--- config.mk ---
export PLATFORM = sky130hd
export DESIGN_NAME = module_switches_ctrl
export DESIGN_NICKNAME = d
export VERILOG_FILES = /design/src/rtl/switches_ctrl_pkg.sv /design/src/rtl/switch_debouncer.sv /design/src/rtl/module_switches_ctrl.sv
export SDC_FILE = /design/constraint.sdc
export NUM_CORES = 1
export LEC_CHECK = 0
export BUFFER_PORTS_ARGS = -buffer_cell sky130_fd_sc_hd__buf_2
export CAP_MARGIN = 5
export CORE_MARGIN = 1.5
export CORE_UTILIZATION = 42
export DETAILED_ROUTE_END_ITERATION = 16
export HOLD_SLACK_MARGIN = 0.08
export SLEW_MARGIN = 40
export SYNTH_ARGS = -nofsm -noshare
export SYNTH_HDL_FRONTEND = slang
export SYNTH_SLANG_ARGS = --single-unit
--- constraint.sdc ---
create_clock -name clk_i -period 9.08 [get_ports clk_i]
set_input_delay 0 -clock clk_i [delete_from_list [all_inputs] [get_ports clk_i]]
set_output_delay 0 -clock clk_i [all_outputs]
set_load 0.005 [all_outputs]
--- src/rtl/switches_ctrl_pkg.sv ---
// Shared register addresses and debounce-length type for the slide-switch controller.
package switches_ctrl_pkg;

    localparam logic [1:0] ADDR_STATE  = 2'd0;
    localparam logic [1:0] ADDR_FLAGS  = 2'd1;
    localparam logic [1:0] ADDR_MASK   = 2'd2;
    localparam logic [1:0] ADDR_DEBLEN = 2'd3;

    typedef logic [3:0] deb_len_t;

    // A programmed length of zero behaves as a single-tick debounce.
    function automatic deb_len_t eff_len_of(input deb_len_t len);
        return (len == 4'd0) ? 4'd1 : len;
    endfunction

endpackage

--- src/rtl/switch_debouncer.sv ---
// One switch: 2-flop synchroniser, tick-driven debounce counter, stable bit and change pulse.
module switch_debouncer
    import switches_ctrl_pkg::*;
(
    input  logic       clk_i,
    input  logic       rst_i,
    input  logic       sw,
    input  logic       tick,
    input  logic [3:0] eff_len,
    output logic       st,
    output logic       chg
);

    logic       sync_q1;
    logic       sync_q2;
    logic [3:0] cnt;
    logic [4:0] cnt_inc;

    assign cnt_inc = {1'b0, cnt} + 5'd1;

    always_ff @(posedge clk_i or negedge rst_i) begin
        if (!rst_i) begin
            sync_q1 <= 1'b0;
            sync_q2 <= 1'b0;
            cnt     <= 4'd0;
            st      <= 1'b0;
            chg     <= 1'b0;
        end else begin
            sync_q1 <= sw;
            sync_q2 <= sync_q1;
            chg     <= 1'b0;
            if (tick) begin
                if (sync_q2 == st) begin
                    cnt <= 4'd0;
                end else if (cnt_inc >= {1'b0, eff_len}) begin
                    st  <= ~st;
                    cnt <= 4'd0;
                    chg <= 1'b1;
                end else begin
                    cnt <= cnt + 4'd1;
                end
            end
        end
    end

endmodule

--- src/rtl/module_switches_ctrl.sv ---
// Memory-mapped slide-switch controller: per-switch debounce, sticky change flags,
// maskable level interrupt and a four-word register window.
module module_switches_ctrl
    import switches_ctrl_pkg::*;
#(
    parameter int       N_SW        = 16,
    parameter int       TICK_DIV    = 100000,
    parameter deb_len_t DEB_LEN_RST = 4'd4
) (
    input  logic            clk_i,
    input  logic            rst_i,
    input  logic [N_SW-1:0] sw_i,
    input  logic            we_i,
    input  logic            re_i,
    input  logic [1:0]      addr_i,
    input  logic [31:0]     wdata_i,
    output logic [31:0]     rdata_o,
    output logic            rvalid_o,
    output logic            irq_o
);

    localparam int PW = (TICK_DIV > 1) ? $clog2(TICK_DIV) : 1;

    logic [PW-1:0]   presc;
    logic            tick;
    deb_len_t        deb_len;
    logic [3:0]      eff_len;
    logic [N_SW-1:0] st;
    logic [N_SW-1:0] chg;
    logic [N_SW-1:0] flags;
    logic [N_SW-1:0] mask;
    logic [N_SW-1:0] clr_bits;
    logic [31:0]     rd_word;
    logic            wr_flags;
    logic            wr_mask;
    logic            wr_deblen;
    logic            unused_wdata;

    assign unused_wdata = ^wdata_i;

    assign tick    = (presc == PW'(TICK_DIV - 1));
    assign eff_len = eff_len_of(deb_len);

    always_ff @(posedge clk_i or negedge rst_i) begin
        if (!rst_i) begin
            presc <= '0;
        end else if (tick) begin
            presc <= '0;
        end else begin
            presc <= presc + PW'(1);
        end
    end

    for (genvar i = 0; i < N_SW; i++) begin : g_deb
        switch_debouncer u_deb (
            .clk_i   (clk_i),
            .rst_i   (rst_i),
            .sw      (sw_i[i]),
            .tick    (tick),
            .eff_len (eff_len),
            .st      (st[i]),
            .chg     (chg[i])
        );
    end

    assign wr_flags  = we_i && (addr_i == ADDR_FLAGS);
    assign wr_mask   = we_i && (addr_i == ADDR_MASK);
    assign wr_deblen = we_i && (addr_i == ADDR_DEBLEN);
    assign clr_bits  = wr_flags ? wdata_i[N_SW-1:0] : '0;

    // Reads see register contents before any same-cycle write lands.
    always_comb begin
        rd_word = '0;
        case (addr_i)
            ADDR_STATE:  rd_word = 32'(st);
            ADDR_FLAGS:  rd_word = 32'(flags);
            ADDR_MASK:   rd_word = 32'(mask);
            ADDR_DEBLEN: rd_word = {28'd0, deb_len};
            default:     rd_word = '0;
        endcase
    end

    // Bus handshake: re_i sampled at edge n returns rdata_o with rvalid_o high for exactly
    // the following cycle; rdata_o holds its last value otherwise. Writes apply at edge n.
    always_ff @(posedge clk_i or negedge rst_i) begin
        if (!rst_i) begin
            flags    <= '0;
            mask     <= '0;
            deb_len  <= DEB_LEN_RST;
            rdata_o  <= '0;
            rvalid_o <= 1'b0;
            irq_o    <= 1'b0;
        end else begin
            // A new change event beats a same-cycle clear.
            flags    <= (flags & ~clr_bits) | chg;
            if (wr_mask) begin
                mask <= wdata_i[N_SW-1:0];
            end
            if (wr_deblen) begin
                deb_len <= wdata_i[3:0];
            end
            if (re_i) begin
                rdata_o <= rd_word;
            end
            rvalid_o <= re_i;
            irq_o    <= |(flags & mask);
        end
    end

endmodule

==> metrics.txt <==
# nets final around 1300; Max H-tree Level 4; later-pin clock latency in the skew report around 440 ps; total die area about 0.026 sq mm; Placer Congestion 0.756; Lkg Pwr 5.50 nW; Setup WS post-layout just under 6000 ps; Site Rows 58; period utilisation layout 0.345; Worst Path Required 9400 ps; delay-heaviest family, CP compound AO/OA/AOI/OAI gates; total clock sinks around 200; core outline area about 0.025 sq mm; endpoints failing setup 0; Via-to-Cell Ratio about 5.3; post_cts resized 0; maximum clock rate 319 MHz; io pins 88; EDFF count, synth 0; DRT iter0 DRCs 430; cell chain of the critical path inv_1 > buf_4 > a31o_2 > ha_1 > nor2b_1 > o21ai_0 > maj3_1 > o21ai_0 > mux2_2; clk slew on worst S/H paths roughly 80 ps; drt total wl 22000 microns; hold_ws 166 ps; worst min-delay path class in -> async; first-pass GRT wire length roughly 37000 microns; worst-path maximum fanout 17; number of global-route vias before repair 7366; Worst setup EP type flop; DR vias about 7800; setup repair bufs after CTS 0; Pins Over Slew Limit 0; Main synth FF type dfrtp_1; DP HPWL 14400 microns; critical path type reg -> reg; clock buffer count from CTS 17; unrepaired setup endpoints after global routing no; Final Hold Viols 0; initial antenna violation count 0; Post-Syn Area around 0.011 sq mm; YS warnings 0; maxcap violations 0; Yosys reg bits ~200; ANT nets after route 0; count of cell types in the netlist between 40 and 50; critical path launch point type flop; first drt pass iteration count 4; port buffer count 55; mean post-synth cell area between 9 and 10 sq um; drt drc 0; post-DR wirelength/cell around 15 microns; global route overflow 0; critical path arrival 3450 ps; peak supply drop 121 uV; sequential fraction of the synthesis area 0.467; Slew @ Worst Pin 725 ps; max incr delay on CP 590 ps; CTS tree yes; Layout area overhead 14.2%; root buf cell clkbuf_16; share of layout cells above drive strength 1 0.123; CP Buf/Inv Count 2; Worst path slowest cell a31o_2; Starting Density 0.426; largest net degree at the start of global routing ~120; ys async rst share 1.00; Die Ht 162 microns; setup TNS 0 ps; minimum clock period approximately 3100 ps; Longest Clk Path Bufs 2; most used cell, CP o21ai_0; GRT Total Usage 0.174; Max-slew headroom 0.517; pre-CTS setup slack about 6000 ps; synthesized instance count ~1100; Final Skew 12.1 ps; ant diodes 0; P per Cell Area ~160 mW/mm^2; status complete, no violations; chip width roughly 160 microns
-- synthesized netlist by cell type (all sizes together) (2+ instances only) --
| master | n | share of area |
|---|---|---|
| a211o | 2 | 0.0016 |
| a21o | 19 | 0.013 |
| a21oi | 84 | 0.039 |
| a221oi | 4 | 0.0033 |
| a22o | 5 | 0.0041 |
| a2bb2oi | 14 | 0.011 |
| and2 | 16 | 0.0094 |
| and3 | 17 | 0.010 |
| buf | 23 | 0.014 |
| clkbuf | 31 | 0.011 |
| dfrtp | 198 | 0.46 |
| ha | 50 | 0.059 |
| inv | 19 | 0.0067 |
| maj3 | 15 | 0.014 |
| mux2 | 40 | 0.042 |
| mux2i | 13 | 0.012 |
| mux4 | 4 | 0.0084 |
| nand2 | 129 | 0.045 |
| nand2b | 45 | 0.026 |
| nand3 | 27 | 0.013 |
| nand3b | 15 | 0.011 |
| nand4 | 3 | 0.0018 |
| nor2 | 58 | 0.020 |
| nor2b | 5 | 0.0029 |
| nor3 | 20 | 0.0094 |
| nor4b | 2 | 0.0016 |
| o211ai | 28 | 0.020 |
| o21ai | 63 | 0.030 |
| o31a | 14 | 0.011 |
| or3 | 17 | 0.010 |
| or4 | 15 | 0.011 |
| xnor2 | 53 | 0.044 |
| xor2 | 9 | 0.0074 |
-- power breakdown --
| group | total, mW | internal, mW | switching (mW) |
|---|---|---|---|
| sequential | 0.939 | 0.919 | 0.0208 |
| clock | 0.755 | 0.390 | 0.365 |
| combinational | 0.256 | 0.115 | 0.141 |
-- per-stage QoR --
step	cells	power (mW)	instance area, sq um	util
after detailed placement	1425	1.20	11200	0.449
after global routing	1491	2.05	12200	0.486
after global placement	1424	1.20	11200	0.448
final	1491	1.95	12200	0.486
after CTS	1491	1.98	12200	0.486
after floorplan	1085	1.12	10700	-
-- path summary, 6_finish.rpt --
path / from / to / slack, ps / cells after the start
max in group asynchronous: rst_i / g_deb[10].u_deb.cnt[1]$_DFFE_PN0P_ / 7800 / 3
setup / recovery: deb_len[1]$_DFFE_PN0P_ / g_deb[15].u_deb.st$_DFFE_PN0P_ / 5950 / 9
hold / removal: rst_i / g_deb[9].u_deb.cnt[2]$_DFFE_PN0P_ / 170 / 2
setup reg to reg: deb_len[1]$_DFFE_PN0P_ / g_deb[15].u_deb.st$_DFFE_PN0P_ / 5950 / 9
hold reg to reg: g_deb[6].u_deb.sync_q1$_DFF_PN0_ / g_deb[6].u_deb.sync_q2$_DFF_PN0_ / 350 / 0
min in group clk_i: addr_i[0] / rdata_o[13]$_DFFE_PN0P_ / 170 / 4
-- registers in the layout, summed over array words and instances (netlist names) --
name                 count
g_deb.u_deb.cnt         64
presc                   17
flags                   16
g_deb.u_deb.chg         16
g_deb.u_deb.st          16
g_deb.u_deb.sync_q1     16
g_deb.u_deb.sync_q2     16
mask                    16
rdata_o                 16
deb_len                  4
irq_o                    1
rvalid_o                 1
-- logic make-up (layout without fill, tap and decap cells) --
family                   Yosys count  count (layout)  share of synthesized area
adder cells (fa/ha/maj)           65              65                     0.0727
XOR/XNOR                          62              62                     0.0509
buffers and inverters             73             149                     0.0320
AND/OR/NAND/NOR                  373             373                      0.175
other                              1              16                   0.000352
multiplexers                      57              57                     0.0629
AO/OA/AOI/OAI                    240             240                      0.139
flip-flops                       199             199                      0.467
-- metal layers --
| layer | GRT usage | up-vias | share of wire |
|---|---|---|---|
| met5 | 0 | - | 0 |
| met1 | 0.247 | 3792 | 0.50 |
| met3 | 0.0300 | 22 | 0.034 |
| met4 | 0.0392 | 0 | 0.012 |
| met2 | 0.278 | 97 | 0.46 |
| li1 | - | 3934 | - |
-- final cells by class --
class                           instances  area [sq um]
Sequential cell                       199          4980
Clock inverter                         14           159
Timing Repair Buffer                   99           721
Multi-Input combinational cell        813          5410
Clock buffer                           17           425
Fill cell                            2280         12900
Tap cell                              330           413
Inverter                               19          71.3
-- layout by cell type, fill, tap and decap left out, drive strengths merged, types with 5 or more instances in the layout --
master,Yosys,routed
or3,17,17
dfrtp,198,198
and3,17,17
ha,50,50
o31a,14,14
maj3,15,15
o211ai,28,28
nor3,20,20
nand3b,15,15
xor2,9,9
a22o,5,5
buf,23,63
o21ai,63,63
inv,19,25
a2bb2oi,14,14
a21o,19,19
clkbuf,31,18
conb,1,16
mux2i,13,13
mux2,40,40
or4,15,15
nand3,27,27
nand2b,45,45
and2,16,16
xnor2,53,53
nand2,129,129
nor2b,5,5
a21oi,84,84
nor2,58,58
dlygate4sd3,0,35
-- worst reg2reg max path, cell delays in order, from the launching register on --
cell and delay [ps]:
dfrtp_1 410, inv_1 60, buf_4 290, a31o_2 590, ha_1 340, nor2b_1 120, o21ai_0 120, maj3_1 370
o21ai_0 340, mux2_2 380
-- timing repair --
action / 4_1_cts / 5_1_grt
setup endpoints to repair: 0 / 0
hold buffers: 35 / 0
endpoints found under the hold margin: 186 / 0
Note: power is estimated with default switching activity, not from simulation.
